==> src/rtl/ahb2_cmd_master.sv <==
// AHB2 (AHB-Lite) single-word initiator: turns a valid/ready command stream into
// pipelined NONSEQ/SINGLE word transfers and returns one response per command.
module ahb2_cmd_master #(
    parameter int ADDR_WIDTH = 32
) (
    input  logic                  clk,
    input  logic                  rst,
    input  logic                  cmd_valid,
    output logic                  cmd_ready,
    input  logic                  cmd_write,
    input  logic [ADDR_WIDTH-1:0] cmd_addr,
    input  logic [31:0]           cmd_wdata,
    output logic                  rsp_valid,
    output logic                  rsp_write,
    output logic [31:0]           rsp_rdata,
    output logic                  rsp_err,
    output logic                  idle,
    output logic [ADDR_WIDTH-1:0] haddr,
    output logic [1:0]            htrans,
    output logic                  hwrite,
    output logic [2:0]            hsize,
    output logic [2:0]            hburst,
    output logic [3:0]            hprot,
    output logic [31:0]           hwdata,
    input  logic [31:0]           hrdata,
    input  logic                  hready,
    input  logic                  hresp
);

    localparam logic [1:0] HTRANS_IDLE   = 2'b00;
    localparam logic [1:0] HTRANS_NONSEQ = 2'b10;

    function automatic logic [ADDR_WIDTH-1:0] word_align(input logic [ADDR_WIDTH-1:0] addr);
        logic [ADDR_WIDTH-1:0] aligned;
        aligned       = addr;
        aligned[1:0]  = 2'b00;
        return aligned;
    endfunction

    logic                  ap_valid_r;
    logic [ADDR_WIDTH-1:0] ap_addr_r;
    logic                  ap_write_r;
    logic [31:0]           ap_wdata_r;
    logic                  dp_valid_r;
    logic                  dp_write_r;
    logic [31:0]           dp_wdata_r;
    logic                  err_hold_r;
    logic                  rsp_valid_r;
    logic                  rsp_write_r;
    logic [31:0]           rsp_rdata_r;
    logic                  rsp_err_r;

    logic                  advance_s;
    logic                  cmd_ready_s;
    logic                  accept_s;
    logic                  dp_done_s;
    logic                  err_first_s;
    logic                  err_second_s;

    // Pipeline control: when the address phase may move on and whether a command is taken.
    always_comb begin
        advance_s    = hready & ~err_hold_r;
        cmd_ready_s  = ~ap_valid_r | advance_s;
        accept_s     = cmd_valid & cmd_ready_s;
        dp_done_s    = dp_valid_r & hready;
        err_first_s  = dp_valid_r & hresp & ~hready & ~err_hold_r;
        err_second_s = err_hold_r & hready;
    end

    // Address-phase register: loads on accept, empties when it advances with nothing behind it.
    always_ff @(posedge clk) begin
        if (rst) begin
            ap_valid_r <= 1'b0;
            ap_addr_r  <= '0;
            ap_write_r <= 1'b0;
            ap_wdata_r <= 32'h0000_0000;
        end else if (accept_s) begin
            ap_valid_r <= 1'b1;
            ap_addr_r  <= word_align(cmd_addr);
            ap_write_r <= cmd_write;
            ap_wdata_r <= cmd_wdata;
        end else if (advance_s) begin
            ap_valid_r <= 1'b0;
        end else begin
            ap_valid_r <= ap_valid_r;
        end
    end

    // Data-phase register: takes the address phase on advance; an ERROR completion just retires it.
    always_ff @(posedge clk) begin
        if (rst) begin
            dp_valid_r <= 1'b0;
            dp_write_r <= 1'b0;
            dp_wdata_r <= 32'h0000_0000;
        end else if (advance_s) begin
            dp_valid_r <= ap_valid_r;
            if (ap_valid_r) begin
                dp_write_r <= ap_write_r;
                dp_wdata_r <= ap_wdata_r;
            end
        end else if (dp_done_s) begin
            dp_valid_r <= 1'b0;
        end else begin
            dp_valid_r <= dp_valid_r;
        end
    end

    // Two-cycle ERROR tracking: holds off the pending address phase until the ERROR completes.
    always_ff @(posedge clk) begin
        if (rst) begin
            err_hold_r <= 1'b0;
        end else if (err_first_s) begin
            err_hold_r <= 1'b1;
        end else if (err_second_s) begin
            err_hold_r <= 1'b0;
        end else begin
            err_hold_r <= err_hold_r;
        end
    end

    // Response register: one pulse per completed data phase, read data captured off the bus.
    always_ff @(posedge clk) begin
        if (rst) begin
            rsp_valid_r <= 1'b0;
            rsp_write_r <= 1'b0;
            rsp_rdata_r <= 32'h0000_0000;
            rsp_err_r   <= 1'b0;
        end else begin
            rsp_valid_r <= dp_done_s;
            if (dp_done_s) begin
                rsp_write_r <= dp_write_r;
                rsp_rdata_r <= dp_write_r ? 32'h0000_0000 : hrdata;
                rsp_err_r   <= hresp;
            end
        end
    end

    assign cmd_ready = cmd_ready_s;
    assign rsp_valid = rsp_valid_r;
    assign rsp_write = rsp_write_r;
    assign rsp_rdata = rsp_rdata_r;
    assign rsp_err   = rsp_err_r;
    assign idle      = ~ap_valid_r & ~dp_valid_r;
    assign haddr     = ap_addr_r;
    assign htrans    = (ap_valid_r & ~err_hold_r) ? HTRANS_NONSEQ : HTRANS_IDLE;
    assign hwrite    = ap_write_r;
    assign hsize     = 3'b010;
    assign hburst    = 3'b000;
    assign hprot     = 4'b0011;
    assign hwdata    = dp_wdata_r;

endmodule

==> config.mk <==
export PLATFORM = sky130hd
export DESIGN_NAME = ahb2_cmd_master
export DESIGN_NICKNAME = d
export VERILOG_FILES = /design/src/rtl/ahb2_cmd_master.sv
export SDC_FILE = /design/constraint.sdc
export NUM_CORES = 1
export LEC_CHECK = 0
export CORE_ASPECT_RATIO = 1.1
export CORE_MARGIN = 2
export CORE_UTILIZATION = 30
export DETAILED_ROUTE_END_ITERATION = 10
export PLACE_DENSITY = 0.69
export SLEW_MARGIN = 0
export SYNTH_ARGS = -nofsm -noshare
export SYNTH_HDL_FRONTEND = slang
export SYNTH_SLANG_ARGS = --single-unit
==> constraint.sdc <==
create_clock -name clk -period 1.7 [get_ports clk]
set_clock_uncertainty 0.15 [all_clocks]
set_input_delay 0.34 -clock clk [delete_from_list [all_inputs] [get_ports clk]]
set_output_delay 0.34 -clock clk [all_outputs]
set_load 0.05 [all_outputs]
Yosys cells after proc, flatten, opt, wreduce, memory -nomap -nowiden
Index checks and enable logic that the tools add are counted.
W data, S select, Z words.
Word-level totals
  register bits: 134
  output and inout bits: 114
  word-level logic and storage cells: 38
  input bits: 102
Cells by class
  mux-type cells: 8
  reductions and logical operators: 4
  bitwise logic cells: 14
Operator list (number)
  $mux W32: 1
  $and A1 B1 Y1: 9
  $mux W1: 6
  $reduce_bool A2 Y1: 3
  $not A1 Y1: 4
  $mux W2: 1
  $reduce_and A2 Y1: 1
  $or A1 B1 Y1: 1

Longest topological paths before layout
Gate-level depths: netlist of run 1.
  depth in word-level cells: 5
  mapped depth: 6

Least setup slack after synthesis of run 1
Ideal clock, no wire load.
  kind: flip-flop to output port
  start point: register ap_valid_r
  end point: output port htrans[1]
  path buffers: 0
  stages on the path, launching flop included: 2
  required time: 1.210 ns
  data arrival time: 1.135 ns
  path slack: 0.075 ns
  cell sequence: dfxtp_1 > nor2b_1
Between the ends
  word-level cells in the longest chain between the ends: 2
RTL lines
  from (decl): RTL line 40  | logic ap_valid_r;
  from (signal assigned): RTL line 85  | ap_valid_r <= ap_valid_r;
  $and A1 B1 Y1: RTL line 145  | assign htrans = (ap_valid_r & ~err_hold_r) ? HTRANS_NONSEQ : HTRANS_IDLE;
  $mux W2: RTL line 145
  to (decl): RTL line 19  | output logic [1:0] htrans,
No other way between the ends.

Final worst setup path of run 1
  start point: register ap_valid_r
  end point: output port idle
Between the ends
  word-level cells in the longest chain between the ends: 2
RTL lines
  $not A1 Y1: RTL line 143  | assign idle = ~ap_valid_r & ~dp_valid_r;
  $and A1 B1 Y1: RTL line 143
  to (decl): RTL line 17  | output logic idle,
No other way between the ends.

==> results.cfg, run 1 <==
[place]
portBuffers = 200
placed_area_um2 = 8820
place_congestion = 0.751
hpwl_um = 9840
dp.cells = 1021

[cts]
htreeDepth = 4
cts_sinks = 134
cts.clk_slew.worst_paths_ps = 60
cts_inserted_buffers = 17
clockBufferDepth = 2
cts-root-buf = clkbuf_16
clkLatencyLatePin_ps = 410
cts_tree = done

[yosys]
yosysSeqAreaShare_pct = 47.9
syn_area_um2 = 5600
synth_edf_count = 0
yosys_warnings = 0
dominantRegCellSynth = dfxtp_1
ys_types = 20
syn_inst = 603
synth.avg_cell_area_um2 = 9.29
ys_async_sr_fraction_pct = 0
ys_ff_latch = 134

[grt]
overflow = 0
grt_pass1_wl_um = 23000
grt_start_max_net_pins = 65
grt_usage_pct = 14.7
grt_pass1_vias = 4560
antenna_found_initial = 0

[layout]
final_common_cell = dfxtp_1
final_cell_mix = 132 x dfxtp_1, 126 x nand2b_1, 110 x buf_12
diodes = 0
layout.nets = 899
fill_cells = 1635
final_cells = 1052
fin_area_um2 = 9490
multi_input_area_um2 = 2540
syn2layout_area_growth_pct = 69.4
regArea_um2 = 2690
drive_above_1_share_pct = 20.0

[hold_path]
worstHoldPathCells = 3
hold_path.class = primary input to flip-flop
hp-start = rst
whs_endpoint = haddr[24]

[floorplanning]
die_area_um2 = 19800
fp.dieH_um = 147
core_area_um2 = 18300
start_util_pct = 30.5
num_rows = 52
io_pins = 216
fp.dieW_um = 134

[pwr]
p_per_area_nw_per_um2 = 922
irDropWorstVdd_mv = 0.665
finalPower_mw = 8.75
leakagePower_nw = 3.62

[setup_path]
critPathRequiredTime_ps = 1210
crit_fanout = 7
critical_path_class = flip-flop to primary output
critPathArrivalTime_ps = 1160
r2r_start = err_hold_r
reg2reg_depth = 5
crit_path_start_kind = flip-flop
crit_path_end_kind = primary output
r2r_slack_ps = 190
rr_endpoint = ap_wdata_r[28]

[detailed_routing]
ant_nets = 0
vias = 4516
drc = 0
drt_iter0_markers = 201
via_per_inst = 4.29
drt_wl_total_um = 14100
drtPass1Iterations = 4
wl_per_cell_um = 13.4

[timing]
drv_slew = 0
max_freq_mhz = 607
hold_viol_final = 0
fin_tns_setup_ps = 0
hold_ws_ps = 203
rsz0062_at_grt = no
fin_crit_ps = 1650
setup_violations = 0
final.period_utilization_pct = 96.8

[run_status]
status = finished, final reports clean

[job]
max_cap_violations = 0
[metrics by stage]
step                util (%)  setup WS [ps]
floorplan                  -           75.0
global placement        48.1           -264
detailed placement      48.1           -304
CTS                     51.6          -68.9
global route            51.7           6.30
finish                  51.7           53.9
[per-layer routing]
metal  track usage, %  up-vias  routed length (um)
met3             6.42       18                1280
met1             16.4     2038                5630
li1                 -     2317                   -
met4             5.74        0                 262
met5                0        -                   0
met2             24.7      143                6900
[what timing repair did]
| action | CTS | global route |
|---|---|---|
| resized for setup | 5 | 5 |
| endpoints found under the hold margin | 0 | 0 |
| buffers inserted | 0 | 1 |
| setup endpoints to repair | 2 | 2 |
| hold buffers | 0 | 0 |
[synth_stat cells (2+ instances only)]
cell type  count  area share, %
mux2i_1       63             11
buf_4         24            3.2
a21oi_1       70            6.3
nand2b_1     126             14
nor2_1         4           0.27
nand2_1      104            7.0
dfxtp_1      134             48
buf_12         6            2.1
nand3b_1      33            4.4
buf_2         10           0.89
clkbuf_1      19            1.3
conb_1         2           0.13
[critical path, stage by stage, from the launching register on]
cell and delay (ps):
dfxtp_4 370, nor2_1 200, buf_12 170
[registers in the layout, indices dropped and copies added (netlist names)]
name	flops
ap_valid_r	1
ap_wdata_r	32
dp_valid_r	1
dp_write_r	1
err_hold_r	1
haddr	30
hwdata	32
hwrite	1
rsp_err	1
rsp_rdata	32
rsp_valid	1
rsp_write	1
[cells by family (layout without fill, tap and decap cells)]
group                  after synthesis  in the layout  share of synthesized area, %
multiplexers                        63             63                          11.3
flip-flops                         134            134                          47.9
buffers and inverters               61            256                          7.80
other                                2             13                         0.134
AND/OR/NAND/NOR                    272            272                          26.5
AO/OA/AOI/OAI                       71             71                          6.46
[cell type report]
cell class,instances,share of cell area [%]
well taps,243,3.20
multi-input cells,419,26.8
clock buffers,21,4.96
clock inverters,10,1.79
flip-flops and latches,134,28.3
repair buffers,224,34.8
inverters,1,0.0396
[report_power, final]
group          total, mW  switching, mW  internal (mW)
clock network       3.97           1.39           2.58
logic               1.40          0.667          0.734
registers           3.38          0.111           3.27
[how the worst max path moves through the flow]
stage | start | to | cells past startpoint
after floorplan | ap_valid_r | htrans[1] | 1
after global placement | hready | ap_wdata_r[22] | 6
after detailed placement | hready | ap_wdata_r[28] | 6
after CTS | err_hold_r | cmd_ready | 4
after global routing | ap_valid_r | idle | 2
final | ap_valid_r | idle | 2
Power figures use the tool's default switching activity.
==> inputs of run 2 (changes only) <==
Clock period 1.7 ns to 2.1 ns, I/O delays scaled along.
==> run 2 against run 1 <==
  * Combinational power decreased by 32%
  * Clock power decreased by 28%
  * Die area unchanged
  * Final cell count down 0.48%
  * First-iteration DRC count down 9.5%
  * Sequential share of layout area up 4.3 points
  * Setup slack better by 180 ps
  * Largest power group unchanged
==> results.cfg, run 2 (synthesized netlist as in run 1, its figures left out) <==
[run_status]
status = finished, final reports clean

[pwr]
seqPwrFrac_pct = 41.5
combPwrFrac_pct = 14.6
p_per_area_nw_per_um2 = 793
finalPower_mw = 6.51
p_sw_share_pct = 25.2
power.internal_mw = 4.87
netSwitchingPower_mw = 1.64
irDropWorstVdd_mv = 0.514
clock_power_share_pct = 43.9
leakagePower_nw = 3.45

[grt]
grt_pass1_wl_um = 21500
grt_start_max_net_pins = 100
grt_usage_pct = 13.6
grt_pass1_vias = 4223
overflow = 0
antenna_found_initial = 0

[setup_path]
r2r_slack_ps = 640
crit_path_start_kind = primary input
critical_path_class = primary input to primary output
critPathArrivalTime_ps = 1290
crit_fanout = 3
critical_path_buf_inv_count = 2
path_delay_family = buffers and inverters
crit_chain = clkdlybuf4s50_1, nand2b_4, nand2_1, buf_12
critical_path.slowest_cell = clkdlybuf4s50_1
critPathRequiredTime_ps = 1530
reg2reg_depth = 5
crit_path_end_kind = primary output
cpPeakStageDelay_ps = 530
r2r_start = err_hold_r
rr_endpoint = haddr[26]

[timing]
hold_viol_final = 0
worst_slew_pin_slew_ps = 524
final.period_utilization_pct = 88.8
drv_slew = 0
max_freq_mhz = 536
fin_crit_ps = 1860
rsz0062_at_grt = no
slew_headroom_pct = 65.2
fin_tns_setup_ps = 0
finalWorstSetupSlack_ps = 235
setup_violations = 0

[floorplanning]
fp.dieW_um = 134
core_area_um2 = 18300
num_rows = 52
io_pins = 216
fp.dieH_um = 147
start_util_pct = 30.5
die_area_um2 = 19800

[hold_path]
worstHoldPathCells = 2
hp-start = rst
hold_path.class = primary input to flip-flop
whs_endpoint = hwdata[15]

[cts]
cts_tree = done
cts.clk_slew.worst_paths_ps = 50
cts_sinks = 134
cts_inserted_buffers = 17
cts_hold_buf = 0
cts_setup_buffers = 0
htreeDepth = 4
cts-root-buf = clkbuf_16
clkLatencyLatePin_ps = 410
clockBufferDepth = 2

[place]
hpwl_um = 8790
pre_cts_slack_ps = 102
dp.cells = 1015
place_congestion = 0.705
portBuffers = 200

[layout]
final_common_cell = dfxtp_1
finish.utilization_pct = 44.7
diodes = 0
layout.nets = 893
syn2layout_area_growth_pct = 46.6
final_cells = 1047
final_cell_mix = 134 x dfxtp_1, 126 x nand2b_1, 104 x nand2_1
drive_above_1_share_pct = 10.2

[detailed_routing]
wl_per_cell_um = 12.6
via_per_inst = 4.29
drtPass1Iterations = 4
drc = 0
drt_iter0_markers = 182
ant_nets = 0
vias = 4494
drt_wl_total_um = 13200

[job]
max_cap_violations = 0
-- run 2: repair_timing --
| action | 4_1_cts | 5_1_grt |
|---|---|---|
| setup endpoints to repair | 67 | 1 |
| resized for setup | 67 | 1 |
| hold endpoints to repair | 0 | 0 |
| pin swaps | 0 | 0 |
-- run 2: worst register-to-register path: cells and delay by family (launching register included) --
kind | cells | cell delay, ps
AOI/OAI and AO/OA | 1 | 170
muxes | 1 | 190
DFF | 1 | 340
and+or+nand+nor | 1 | 170
buffers and inverters | 2 | 360
-- run 2: final cells by class --
class,instances,area [um^2]
Clock inverter,9,101
Fill cell,1837,10100
Timing Repair Buffer,218,2120
Multi-Input combinational cell,419,2530
Clock buffer,23,468
Sequential cell,134,2680
Inverter,1,3.75
Tap cell,243,304
-- run 2: layer usage --
metal	up-vias	track usage (%)	wire [um]
met4	0	5.05	182
met2	137	21.1	5990
li1	2301	-	-
met3	10	5.14	939
met5	-	0	0
met1	2046	17.0	6070
-- run 2: worst max-delay path by stage --
stage,start,endpoint,slack (ps),depth (start not counted)
after floorplan,ap_valid_r,htrans[1],400,1
after global placement,hready,haddr[23],120,6
after detailed placement,hready,haddr[2],100,6
after CTS,rsp_valid,rsp_valid,2,1
after global routing,haddr[31],haddr[31],180,1
final,hready,cmd_ready,240,4
-- run 2: stage by stage --
stage / hold WS, ps / instance area, um^2
after floorplan: 282 / 5640
after global placement: 288 / 7720
after detailed placement: 293 / 7720
after CTS: 161 / 8210
after global routing: 194 / 8210
final: 182 / 8210
-- run 2: power groups by stage --
stage | clock network (mW) | logic (mW) | registers [mW]
floorplan | 0 | 0.411 | 2.97
global placement | 0 | 0.987 | 2.76
detailed placement | 0 | 0.991 | 2.76
CTS | 2.97 | 0.963 | 2.70
global route | 3.07 | 1.02 | 2.72
finish | 2.86 | 0.952 | 2.70
